[src/rtl/dozen_ctrl.sv]
// dozen_ctrl: groups item strobes into boxes and sequences bounded counting runs (IDLE/RUN/PAUSE/DONE).
// Latency: every output is registered; a command or item sampled at edge N shows on the outputs after edge N.
// Backpressure: none; items outside RUN, or in a pause cycle, are dropped. Optional macro: AUTO_RESTART_EN.
module dozen_ctrl #(
  parameter int unsigned ITEMS_PER_BOX = 12,
  parameter int unsigned MAX_BOXES     = 9
) (
  input  logic       clk,
  input  logic       rst,
  input  logic       start,
  input  logic       stop,
  input  logic       pause,
  input  logic       item,
  input  logic [3:0] target,
  output logic [3:0] item_cnt,
  output logic [3:0] box_cnt,
  output logic       box_pulse,
  output logic       busy,
  output logic       done,
  output logic [1:0] state
);

  typedef enum logic [1:0] {
    S_IDLE  = 2'd0,
    S_RUN   = 2'd1,
    S_PAUSE = 2'd2,
    S_DONE  = 2'd3
  } state_t;

  localparam logic [3:0] LAST_ITEM = 4'(ITEMS_PER_BOX - 1);
  localparam logic [3:0] MAX_TGT   = 4'(MAX_BOXES);

  state_t     st;
  logic [3:0] tgt;
  logic       start_ok;
  logic       box_close;
  logic [3:0] box_nxt;

  // A start is only honoured with a target in 1..MAX_BOXES.
  assign start_ok  = start && (target != 4'd0) && (target <= MAX_TGT);
  // An item closes the box when it is the last one; pause in the same cycle drops it.
  assign box_close = item && !pause && (item_cnt == LAST_ITEM);
  assign box_nxt   = box_cnt + 4'd1;
  assign state     = st;

  // Run state machine with counters and registered status outputs.
  always_ff @(posedge clk) begin
    if (!rst) begin
      st        <= S_IDLE;
      tgt       <= 4'd0;
      item_cnt  <= 4'd0;
      box_cnt   <= 4'd0;
      box_pulse <= 1'b0;
      busy      <= 1'b0;
      done      <= 1'b0;
    end else begin
      box_pulse <= 1'b0;
`ifdef AUTO_RESTART_EN
      done      <= 1'b0;
`endif
      if (stop) begin
        st       <= S_IDLE;
        item_cnt <= 4'd0;
        box_cnt  <= 4'd0;
        busy     <= 1'b0;
        done     <= 1'b0;
      end else begin
        case (st)
          S_IDLE, S_DONE: begin
            // Start from IDLE or from a finished run: fresh counters, new target.
            if (start_ok) begin
              st       <= S_RUN;
              tgt      <= target;
              item_cnt <= 4'd0;
              box_cnt  <= 4'd0;
              busy     <= 1'b1;
              done     <= 1'b0;
            end
          end
          S_RUN: begin
            if (pause) begin
              st <= S_PAUSE;
            end else if (box_close) begin
              item_cnt  <= 4'd0;
              box_pulse <= 1'b1;
              if (box_nxt == tgt) begin
`ifdef AUTO_RESTART_EN
                // Final box: keep running with the same target, flag a one-cycle done.
                box_cnt <= 4'd0;
                done    <= 1'b1;
`else
                box_cnt <= box_nxt;
                st      <= S_DONE;
                busy    <= 1'b0;
                done    <= 1'b1;
`endif
              end else begin
                box_cnt <= box_nxt;
              end
            end else if (item) begin
              item_cnt <= item_cnt + 4'd1;
            end
          end
          S_PAUSE: begin
            if (!pause) st <= S_RUN;
          end
          default: st <= S_IDLE;
        endcase
      end
    end
  end

endmodule

[config.mk]
export PLATFORM = sky130hd
export DESIGN_NAME = dozen_ctrl
export DESIGN_NICKNAME = d
export VERILOG_FILES = /design/src/rtl/dozen_ctrl.sv
export SDC_FILE = /design/constraint.sdc
export NUM_CORES = 1
export LEC_CHECK = 0
export ABC_AREA = 1
export CAP_MARGIN = 20
export CORE_MARGIN = 2
export CORE_UTILIZATION = 53
export DETAILED_ROUTE_END_ITERATION = 10
export GPL_TIMING_DRIVEN = 0
export PLACE_DENSITY = 0.84
export SLEW_MARGIN = 15
export SYNTH_ARGS = -nofsm -noshare
export SYNTH_HDL_FRONTEND = slang
export SYNTH_SLANG_ARGS = --single-unit
[constraint.sdc]
create_clock -name clk -period 2.4 [get_ports clk]
set_clock_uncertainty 0.1 [all_clocks]
set_input_delay 0.36 -clock clk [delete_from_list [all_inputs] [get_ports clk]]
set_output_delay 0.36 -clock clk [all_outputs]
set_load 0.01 [all_outputs]
==> results_tabular.tex, run 1 <==
\begin{tabular}{lr}
\hline
Metric & Value \\
\hline
\multicolumn{2}{l}{\textbf{Outcome}} \\
\quad Outcome & completed \\
\multicolumn{2}{l}{\textbf{Clocking}} \\
\quad Insertion delay to the later sink of the worst-skew pair & 0.30 ns \\
\quad CTS Sinks & 17 \\
\quad Post-cts repair resize count & 0 \\
\quad Total of hold buffers inserted after clock tree synthesis & 0 \\
\quad Depth of the CTS H-tree & 1 \\
\quad CTS tree & yes \\
\quad Clock tree root driver cell & sky130\_fd\_sc\_hd\_\_clkbuf\_4 \\
\quad Number of buffers on the longest clock path & 2 \\
\quad Clock transition at path regs & 0.10 ns \\
\quad Number of buffers inserted by post-CTS setup repair & 0 \\
\quad Number of buffers added by the clock tree synthesis step & 3 \\
\multicolumn{2}{l}{\textbf{Layout}} \\
\quad Synth-to-layout area growth & 26.9\% \\
\quad Top library cells by usage in the layout, fill and taps aside & 44 x sky130\_fd\_sc\_hd\_\_nand2\_1, 22 x sky130\_fd\_sc\_hd\_\_inv\_1, 22 x sky130\_fd\_sc\_hd\_\_clkdlybuf4s50\_1, 17 x sky130\_fd\_sc\_hd\_\_dfxtp\_1 \\
\quad Final std cell area, no fill & 1330 um\^{}2 \\
\quad Ant diodes & 0 \\
\quad Most common cell after layout, fill and taps aside & sky130\_fd\_sc\_hd\_\_nand2\_1 \\
\quad Nets & 194 \\
\quad Post-Layout Cell Count & 206 \\
\quad Share of final-layout standard cells stronger than drive strength 1 & 0.123 \\
\quad Number of inserted filler cells in the final layout & 176 \\
\multicolumn{2}{l}{\textbf{Global routing}} \\
\quad Number of global-route vias before repair & 1000 \\
\quad Initial antenna violation count & 0 \\
\quad Remaining global-route overflow & 0 \\
\quad Total routing resource utilization after global routing & 0.208 \\
\quad Wire length of the first global-routing pass & 3880 um \\
\quad Largest net degree at the start of global routing & 11 \\
\multicolumn{2}{l}{\textbf{Logic synthesis}} \\
\quad Synth Net Count & 167 \\
\quad Seq cells post-synth & 17 \\
\quad Mean area per synthesized cell & around 6.9 um\^{}2 \\
\quad Register area share after synthesis & 0.325 \\
\quad Area of the mapped netlist & 1050 um\^{}2 \\
\quad Count of mapped cells out of synthesis & 153 \\
\quad Cell type with the largest total area after synthesis & sky130\_fd\_sc\_hd\_\_dfxtp\_1 \\
\quad Main area contributors after synthesis & sky130\_fd\_sc\_hd\_\_dfxtp\_1 32\%, sky130\_fd\_sc\_hd\_\_nand2\_1 16\%, sky130\_fd\_sc\_hd\_\_inv\_1 7.9\% \\
\quad Synth cell types & 28 \\
\quad Number of warnings issued by yosys & 0 \\
\quad Area fraction of the dominant cell type after synthesis & 0.325 \\
\multicolumn{2}{l}{\textbf{STA}} \\
\quad Slew of the pin with the lowest slew margin & about 0.41 ns \\
\quad Final worst path period share & 0.732 \\
\quad Final setup vio count & 0 \\
\quad Setup TNS after final layout & 0 ns \\
\quad Setup repair after global routing missed its margin & no \\
\quad Final critical-path setup slack & 0.643 ns \\
\quad Achievable Freq & 0.569 GHz \\
\quad Final Max Slew Viols & 0 \\
\quad Hold Vio Cnt, Final & 0 \\
\quad Worst-case headroom to the max-slew limit & 0.723 \\
\quad Clock period minus worst slack & between 1.5 and 2 ns \\
\multicolumn{2}{l}{\textbf{Critical path}} \\
\quad Category of the worst setup path launch point & register \\
\quad Req. time, crit path & 1.94 ns \\
\quad Classification of the worst setup path & reg2out \\
\quad CP Buf/Inv Count & 1 \\
\quad Cell with the largest stage delay on the worst path & sky130\_fd\_sc\_hd\_\_clkdlybuf4s50\_1 \\
\quad Peak per-stage delay on the critical path & 0.57 ns \\
\quad CP top delay family & buffers and inverters \\
\quad Peak fanout along the critical path & 6 \\
\quad Cells along the critical path & clkdlybuf4s50\_1 \\
\quad Element type at the critical path end & output port \\
\quad Arrival time of data at the critical path endpoint & 1.30 ns \\
\multicolumn{2}{l}{\textbf{Routing}} \\
\quad First-iteration detailed-routing DRC count & 16 \\
\quad Number of routed nets with antenna violations & 0 \\
\quad WL/cell & between 10 and 15 um \\
\quad Total Wirelength & 2190 um \\
\quad Total number of vias & 1059 \\
\quad Remaining design rule violation count & 0 \\
\quad Post-DR vias/cell & 5.14 \\
\quad Router iterations before antenna repair & 4 \\
\multicolumn{2}{l}{\textbf{Power}} \\
\quad Worst VDD drop & 0.348 mV \\
\quad Cell Pwr Density & 496 nW/um\^{}2 \\
\quad P\_leak & 0.554 nW \\
\multicolumn{2}{l}{\textbf{Placement}} \\
\quad Placement-stage cell area & roughly 1300 um\^{}2 \\
\quad Inst Count DP & 202 \\
\quad Buffers on Ports & 22 \\
\quad Placement Setup Slack & about 0.5 ns \\
\quad GPL Wtd Cong & 0.854 \\
\quad DP Wirelength & 1830 um \\
\multicolumn{2}{l}{\textbf{Die}} \\
\quad Area of the die & between 2000 and 2500 um\^{}2 \\
\quad Chip width & $\sim$48 um \\
\quad Std-Cell Rows & 16 \\
\quad Effective utilization at floorplan & 0.546 \\
\quad Number of top-level pins & 23 \\
\quad Core region area & 1920 um\^{}2 \\
\quad Floorplan die height & 48.5 um \\
\multicolumn{2}{l}{\textbf{Min path}} \\
\quad Class of the most critical hold timing path & reg2reg \\
\multicolumn{2}{l}{\textbf{Job}} \\
\quad Max-Cap Viols & 0 \\
\hline
\end{tabular}
==> metal layers <==
layer,part of all wire,track usage,vias up
met5,0,0,-
met4,0.026,0.0952,0
met3,0.034,0.0278,7
met2,0.51,0.384,19
met1,0.43,0.238,491
li1,-,-,542
==> cell families after synthesis <==
kind of cell / count (synthesis) / share of synthesized area
simple gates: 81 / 0.372
fa+ha+maj: 4 / 0.0477
xor+xnor: 1 / 0.00835
flops: 17 / 0.325
buf+inv: 27 / 0.100
compound gates: 23 / 0.147
==> worst paths after layout <==
path | cells past startpoint | end | slack (ns) | startpoint
max | 1 | item_cnt[2] | 0.64 | item_cnt[2]$_SDFFE_PP0P_
min | 2 | tgt[0]$_SDFFE_PN0P_ | 0.38 | tgt[0]$_SDFFE_PN0P_
min reg2reg | 2 | tgt[0]$_SDFFE_PN0P_ | 0.38 | tgt[0]$_SDFFE_PN0P_
max reg2reg | 9 | done$_SDFFE_PP0P_ | 0.74 | box_cnt[0]$_SDFFE_PP0P_
==> where the power goes <==
part | leakage [nW] | total [mW] | internal [mW] | switching [mW]
combinational | 0.398 | 0.196 | 0.0790 | 0.117
clock | 0.0177 | 0.156 | 0.0622 | 0.0939
sequential | 0.138 | 0.307 | 0.296 | 0.0109
total | 0.554 | 0.660 | 0.437 | 0.222
==> per-stage QoR <==
stage / hold slack, ns / power (mW) / util
2_1_floorplan: 0.343 / 0.446 / -
3_3_place_gp: 0.354 / 0.503 / 0.678
3_5_place_dp: 0.370 / 0.509 / 0.678
4_1_cts: 0.385 / 0.663 / 0.692
5_1_grt: 0.415 / 0.697 / 0.692
6_report: 0.382 / 0.660 / 0.692
==> cell usage after synthesis <==
library cell / n
sky130_fd_sc_hd__inv_2: 3
sky130_fd_sc_hd__o31ai_1: 1
sky130_fd_sc_hd__a21oi_2: 1
sky130_fd_sc_hd__nand2_4: 2
sky130_fd_sc_hd__nor3_1: 3
sky130_fd_sc_hd__a21oi_1: 11
sky130_fd_sc_hd__o21bai_4: 1
sky130_fd_sc_hd__ha_1: 4
sky130_fd_sc_hd__o21ai_1: 1
sky130_fd_sc_hd__inv_4: 1
sky130_fd_sc_hd__a21oi_4: 1
sky130_fd_sc_hd__nand4_2: 1
sky130_fd_sc_hd__nand4_1: 2
sky130_fd_sc_hd__dfxtp_1: 17
sky130_fd_sc_hd__o21ai_2: 1
sky130_fd_sc_hd__nand2_2: 2
sky130_fd_sc_hd__nor3b_1: 1
sky130_fd_sc_hd__nand2_1: 44
sky130_fd_sc_hd__xor2_1: 1
sky130_fd_sc_hd__buf_2: 1
sky130_fd_sc_hd__nor2_1: 11
sky130_fd_sc_hd__inv_1: 22
sky130_fd_sc_hd__o2111ai_1: 1
sky130_fd_sc_hd__nor2_8: 1
sky130_fd_sc_hd__nor2_2: 1
sky130_fd_sc_hd__o21ai_0: 5
sky130_fd_sc_hd__nand3_2: 2
sky130_fd_sc_hd__nand3_1: 11
==> flip-flops by register name (all words and copies together), names as in the netlist <==
register,count
box_cnt,4
item_cnt,4
tgt,4
state,2
box_pulse,1
busy,1
done,1
==> area by class of cell <==
type / instances / area, um^2 / share of cell area
plain buffers: 1 / 5.00 / 0.00376
clock buffers: 3 / 22.5 / 0.0169
clock inverters: 1 / 5.00 / 0.00376
inverters: 26 / 100 / 0.0753
multi-input cells: 109 / 603 / 0.453
flip-flops and latches: 17 / 340 / 0.256
well taps: 27 / 33.8 / 0.0254
repair buffers: 22 / 220 / 0.166
==> tightest hold or removal path, cell delays in order, from the launching register on <==
cell	delay, ns
sky130_fd_sc_hd__dfxtp_1	0.32
sky130_fd_sc_hd__inv_1	0.07
sky130_fd_sc_hd__a21oi_1	0.06
Power figures use the tool's default switching activity.
==> run 2: changes to the inputs <==
- CORE_UTILIZATION: 53 -> 44
- PLACE_DENSITY: 0.84 -> 0.75
- clock period: 2.4 -> 1.4 ns (I/O delays scaled with it)
==> run 2 against run 1 <==
Net effect: the flow now finishes with violations (negative setup slack); sequential power up 71%; worst hold slack worse by 0.25 ns; cell count up 3.9%; global-route usage down 0.76 points; sequential cell count unchanged; critical path depth up 9; final area up 18%; die area up 19%; combinational power up 120%; worst setup slack worse by 0.78 ns.
==> results_tabular.tex, run 2 (synthesis gave the netlist of run 1 again) <==
\begin{tabular}{lr}
\hline
Metric & Value \\
\hline
\multicolumn{2}{l}{\textbf{Critical path}} \\
\quad Most numerous cell on the critical path & sky130\_fd\_sc\_hd\_\_nand2\_2 \\
\quad Category of the worst setup path launch point & register (unchanged) \\
\quad Classification of the worst setup path & reg2reg (was reg2out) \\
\quad Cells along the critical path & ha\_4 > inv\_2 > nand2\_2 > nand2\_2 > nor2\_2 > nand4\_2 > o21bai\_4 > nand3\_2 > nand2\_1 > nor2\_1 (was clkdlybuf4s50\_1) \\
\quad Peak fanout along the critical path & 3 (was 6) \\
\quad Arrival time of data at the critical path endpoint & 1.62 ns (was 1.30 ns) \\
\quad Cell with the largest stage delay on the worst path & sky130\_fd\_sc\_hd\_\_dfxtp\_4 (was sky130\_fd\_sc\_hd\_\_clkdlybuf4s50\_1) \\
\quad CP Buf/Inv Count & 1 (unchanged) \\
\quad Element type at the critical path end & register (was output port) \\
\quad CP top delay family & simple AND/OR/NAND/NOR gates (was buffers and inverters) \\
\quad Req. time, crit path & 1.49 ns (was 1.94 ns) \\
\quad Reg2reg setup slack & -0.14 ns (was 0.74 ns) \\
\quad Peak per-stage delay on the critical path & 0.37 ns (was 0.57 ns) \\
\multicolumn{2}{l}{\textbf{Global routing}} \\
\quad Largest net degree at the start of global routing & 11 (unchanged) \\
\quad Number of global-route vias before repair & 937 (was 1000) \\
\quad Initial antenna violation count & 0 (unchanged) \\
\quad Remaining global-route overflow & 0 (unchanged) \\
\quad Total routing resource utilization after global routing & 0.201 (was 0.208) \\
\quad Most utilized layer in the global route result & met2 (unchanged) \\
\quad Wire length of the first global-routing pass & 4130 um (was 3880 um) \\
\quad Global-route track usage on met1 & 0.269 (was 0.238) \\
\quad Met2 usage in global routing & 0.325 (was 0.384) \\
\quad Grt met3 use & 0.0257 (was 0.0278) \\
\multicolumn{2}{l}{\textbf{STA}} \\
\quad Achievable Freq & about 0.65 GHz \\
\quad Final setup vio count & 12 (was 0) \\
\quad Clock period minus worst slack & 1.54 ns \\
\quad Setup TNS after final layout & -0.920 ns (was 0 ns) \\
\quad Worst-case headroom to the max-slew limit & 0.810 (was 0.723) \\
\quad Setup repair after global routing missed its margin & yes (was no) \\
\quad Final critical-path setup slack & -0.135 ns (was 0.643 ns) \\
\quad Final Max Slew Viols & 0 (unchanged) \\
\quad Slew of the pin with the lowest slew margin & 0.283 ns (was 0.414 ns) \\
\quad Final worst path period share & 1.10 \\
\quad Hold Vio Cnt, Final & 0 (unchanged) \\
\multicolumn{2}{l}{\textbf{Layout}} \\
\quad Nets & 201 (was 194) \\
\quad Synth-to-layout area growth & 50.0\% (was 26.9\%) \\
\quad Utilization after layout & 0.704 (was 0.692) \\
\quad Seq. cell area & 364 um\^{}2 (was 340 um\^{}2) \\
\quad Number of inserted filler cells in the final layout & 188 (was 176) \\
\quad Top library cells by usage in the layout, fill and taps aside & 34 x sky130\_fd\_sc\_hd\_\_nand2\_1, 19 x sky130\_fd\_sc\_hd\_\_inv\_1, 12 x sky130\_fd\_sc\_hd\_\_dlygate4sd2\_1, 10 x sky130\_fd\_sc\_hd\_\_nor2\_1, 10 x sky130\_fd\_sc\_hd\_\_nand2\_2 (was 44 x sky130\_fd\_sc\_hd\_\_nand2\_1, 22 x sky130\_fd\_sc\_hd\_\_inv\_1, 22 x sky130\_fd\_sc\_hd\_\_clkdlybuf4s50\_1, 17 x sky130\_fd\_sc\_hd\_\_dfxtp\_1) \\
\quad Area taken by multi-input logic gates & 764 um\^{}2 (was 603 um\^{}2) \\
\quad Ant diodes & 0 (unchanged) \\
\quad Largest registers & box\_cnt: 4 flops, item\_cnt: 4 flops, tgt: 4 flops (unchanged) \\
\quad Share of final-layout standard cells stronger than drive strength 1 & 0.349 (was 0.123) \\
\quad Most common cell after layout, fill and taps aside & sky130\_fd\_sc\_hd\_\_nand2\_1 (unchanged) \\
\multicolumn{2}{l}{\textbf{Die}} \\
\quad Core region area & 2230 um\^{}2 (was 1920 um\^{}2) \\
\quad Floorplan die height & 52.8 um (was 48.5 um) \\
\quad Area of the die & 2790 um\^{}2 (was 2350 um\^{}2) \\
\quad Number of top-level pins & 23 (unchanged) \\
\quad Std-Cell Rows & 17 (was 16) \\
\quad Chip width & 52.8 um (was 48.5 um) \\
\quad Effective utilization at floorplan & 0.469 (was 0.546) \\
\multicolumn{2}{l}{\textbf{Outcome}} \\
\quad Outcome & complete, but fails checks (was completed) \\
\quad Violated checks & negative setup slack \\
\multicolumn{2}{l}{\textbf{Routing}} \\
\quad Remaining design rule violation count & 0 (unchanged) \\
\quad Router iterations before antenna repair & 5 (was 4) \\
\quad Total Wirelength & 2590 um (was 2190 um) \\
\quad WL/cell & 12.1 um (was 10.6 um) \\
\quad First-iteration detailed-routing DRC count & 21 (was 16) \\
\quad Post-DR vias/cell & 5.07 (was 5.14) \\
\quad Number of routed nets with antenna violations & 0 (unchanged) \\
\quad Total number of vias & 1084 (was 1059) \\
\multicolumn{2}{l}{\textbf{Job}} \\
\quad Max-Cap Viols & 0 (unchanged) \\
\multicolumn{2}{l}{\textbf{Clocking}} \\
\quad Depth of the CTS H-tree & 1 (unchanged) \\
\quad CTS Sinks & 17 (unchanged) \\
\quad CTS tree & yes (unchanged) \\
\quad Number of buffers on the longest clock path & 2 (unchanged) \\
\quad Number of buffers added by the clock tree synthesis step & 3 (unchanged) \\
\quad Clock tree root driver cell & sky130\_fd\_sc\_hd\_\_clkbuf\_4 (unchanged) \\
\quad Insertion delay to the later sink of the worst-skew pair & 0.28 ns (was 0.30 ns) \\
\quad Clock transition at path regs & 0.10 ns (about the same) \\
\multicolumn{2}{l}{\textbf{Placement}} \\
\quad GPL Wtd Cong & 0.881 (was 0.854) \\
\quad Buffers on Ports & 22 (unchanged) \\
\quad DP Wirelength & 1820 um (was 1830 um) \\
\multicolumn{2}{l}{\textbf{Power}} \\
\quad Cell Pwr Density & 771 nW/um\^{}2 (was 496 nW/um\^{}2) \\
\quad Worst VDD drop & 0.567 mV (was 0.348 mV) \\
\quad P\_leak & 0.684 nW (was 0.554 nW) \\
\multicolumn{2}{l}{\textbf{Min path}} \\
\quad Class of the most critical hold timing path & in2reg (was reg2reg) \\
\hline
\end{tabular}
## run 2: what timing repair did
| action | in CTS | in global routing |
|---|---|---|
| hold buffers | 0 | 0 |
| pin swaps | 11 | 8 |
| endpoints found under the setup margin | 26 | 19 |
| gates cloned | 0 | 0 |
| gates resized for setup | 41 | 23 |
| buffers inserted | 6 | 1 |
## run 2: layout make-up
cell class                      instances  share of cell area
Clock buffer                            3              0.0143
Tap cell                               28              0.0223
Clock inverter                          1             0.00318
Timing Repair Buffer                   29               0.167
Multi-Input combinational cell        109               0.486
Inverter                               26              0.0684
Sequential cell                        17               0.232
Buffer                                  1             0.00716
## run 2: final timing paths
| path | startpoint | end | cells past startpoint |
|---|---|---|---|
| worst max-delay path | box_cnt[1]$_SDFFE_PP0P_ | busy$_SDFFE_PP0P_ | 10 |
| worst min-delay path | target[0] | tgt[0]$_SDFFE_PN0P_ | 3 |
| worst max register to register | box_cnt[1]$_SDFFE_PP0P_ | busy$_SDFFE_PP0P_ | 10 |
| worst min register to register | done$_SDFFE_PP0P_ | done$_SDFFE_PP0P_ | 2 |
## run 2: tightest hold or removal path, cell delays in order
cell and delay (ns):
sky130_fd_sc_hd__dlymetal6s2s_1 0.11, sky130_fd_sc_hd__o21ai_1 0.07, sky130_fd_sc_hd__a21oi_1 0.10
## run 2: routing by layer
layer  vias up  share of wire  wire (um)
li1        557              -          -
met1       491           0.44       1140
met2        32           0.51       1310
met3         4          0.041        106
met4         0          0.014         35
met5         -              0          0
## run 2: through the flow
stage / std cells / hold WS [ns] / power (mW) / setup WS (ns) / cell area [um^2]
final: 214 / 0.132 / 1.21 / -0.135 / 1570
after global routing: 214 / 0.172 / 1.28 / -0.245 / 1570
after CTS: 213 / 0.281 / 1.18 / -0.139 / 1500
after detailed placement: 203 / 0.361 / 0.899 / -0.388 / 1360
after global placement: 203 / 0.355 / 0.887 / -0.411 / 1360
after floorplan: 153 / 0.248 / 0.786 / -0.0625 / 1110
## run 2: power by group
group	leakage [nW]	internal, mW	switching (mW)
clock network	0.0177	0.106	0.155
logic	0.522	0.173	0.253
registers	0.144	0.504	0.0215
total	0.684	0.783	0.430
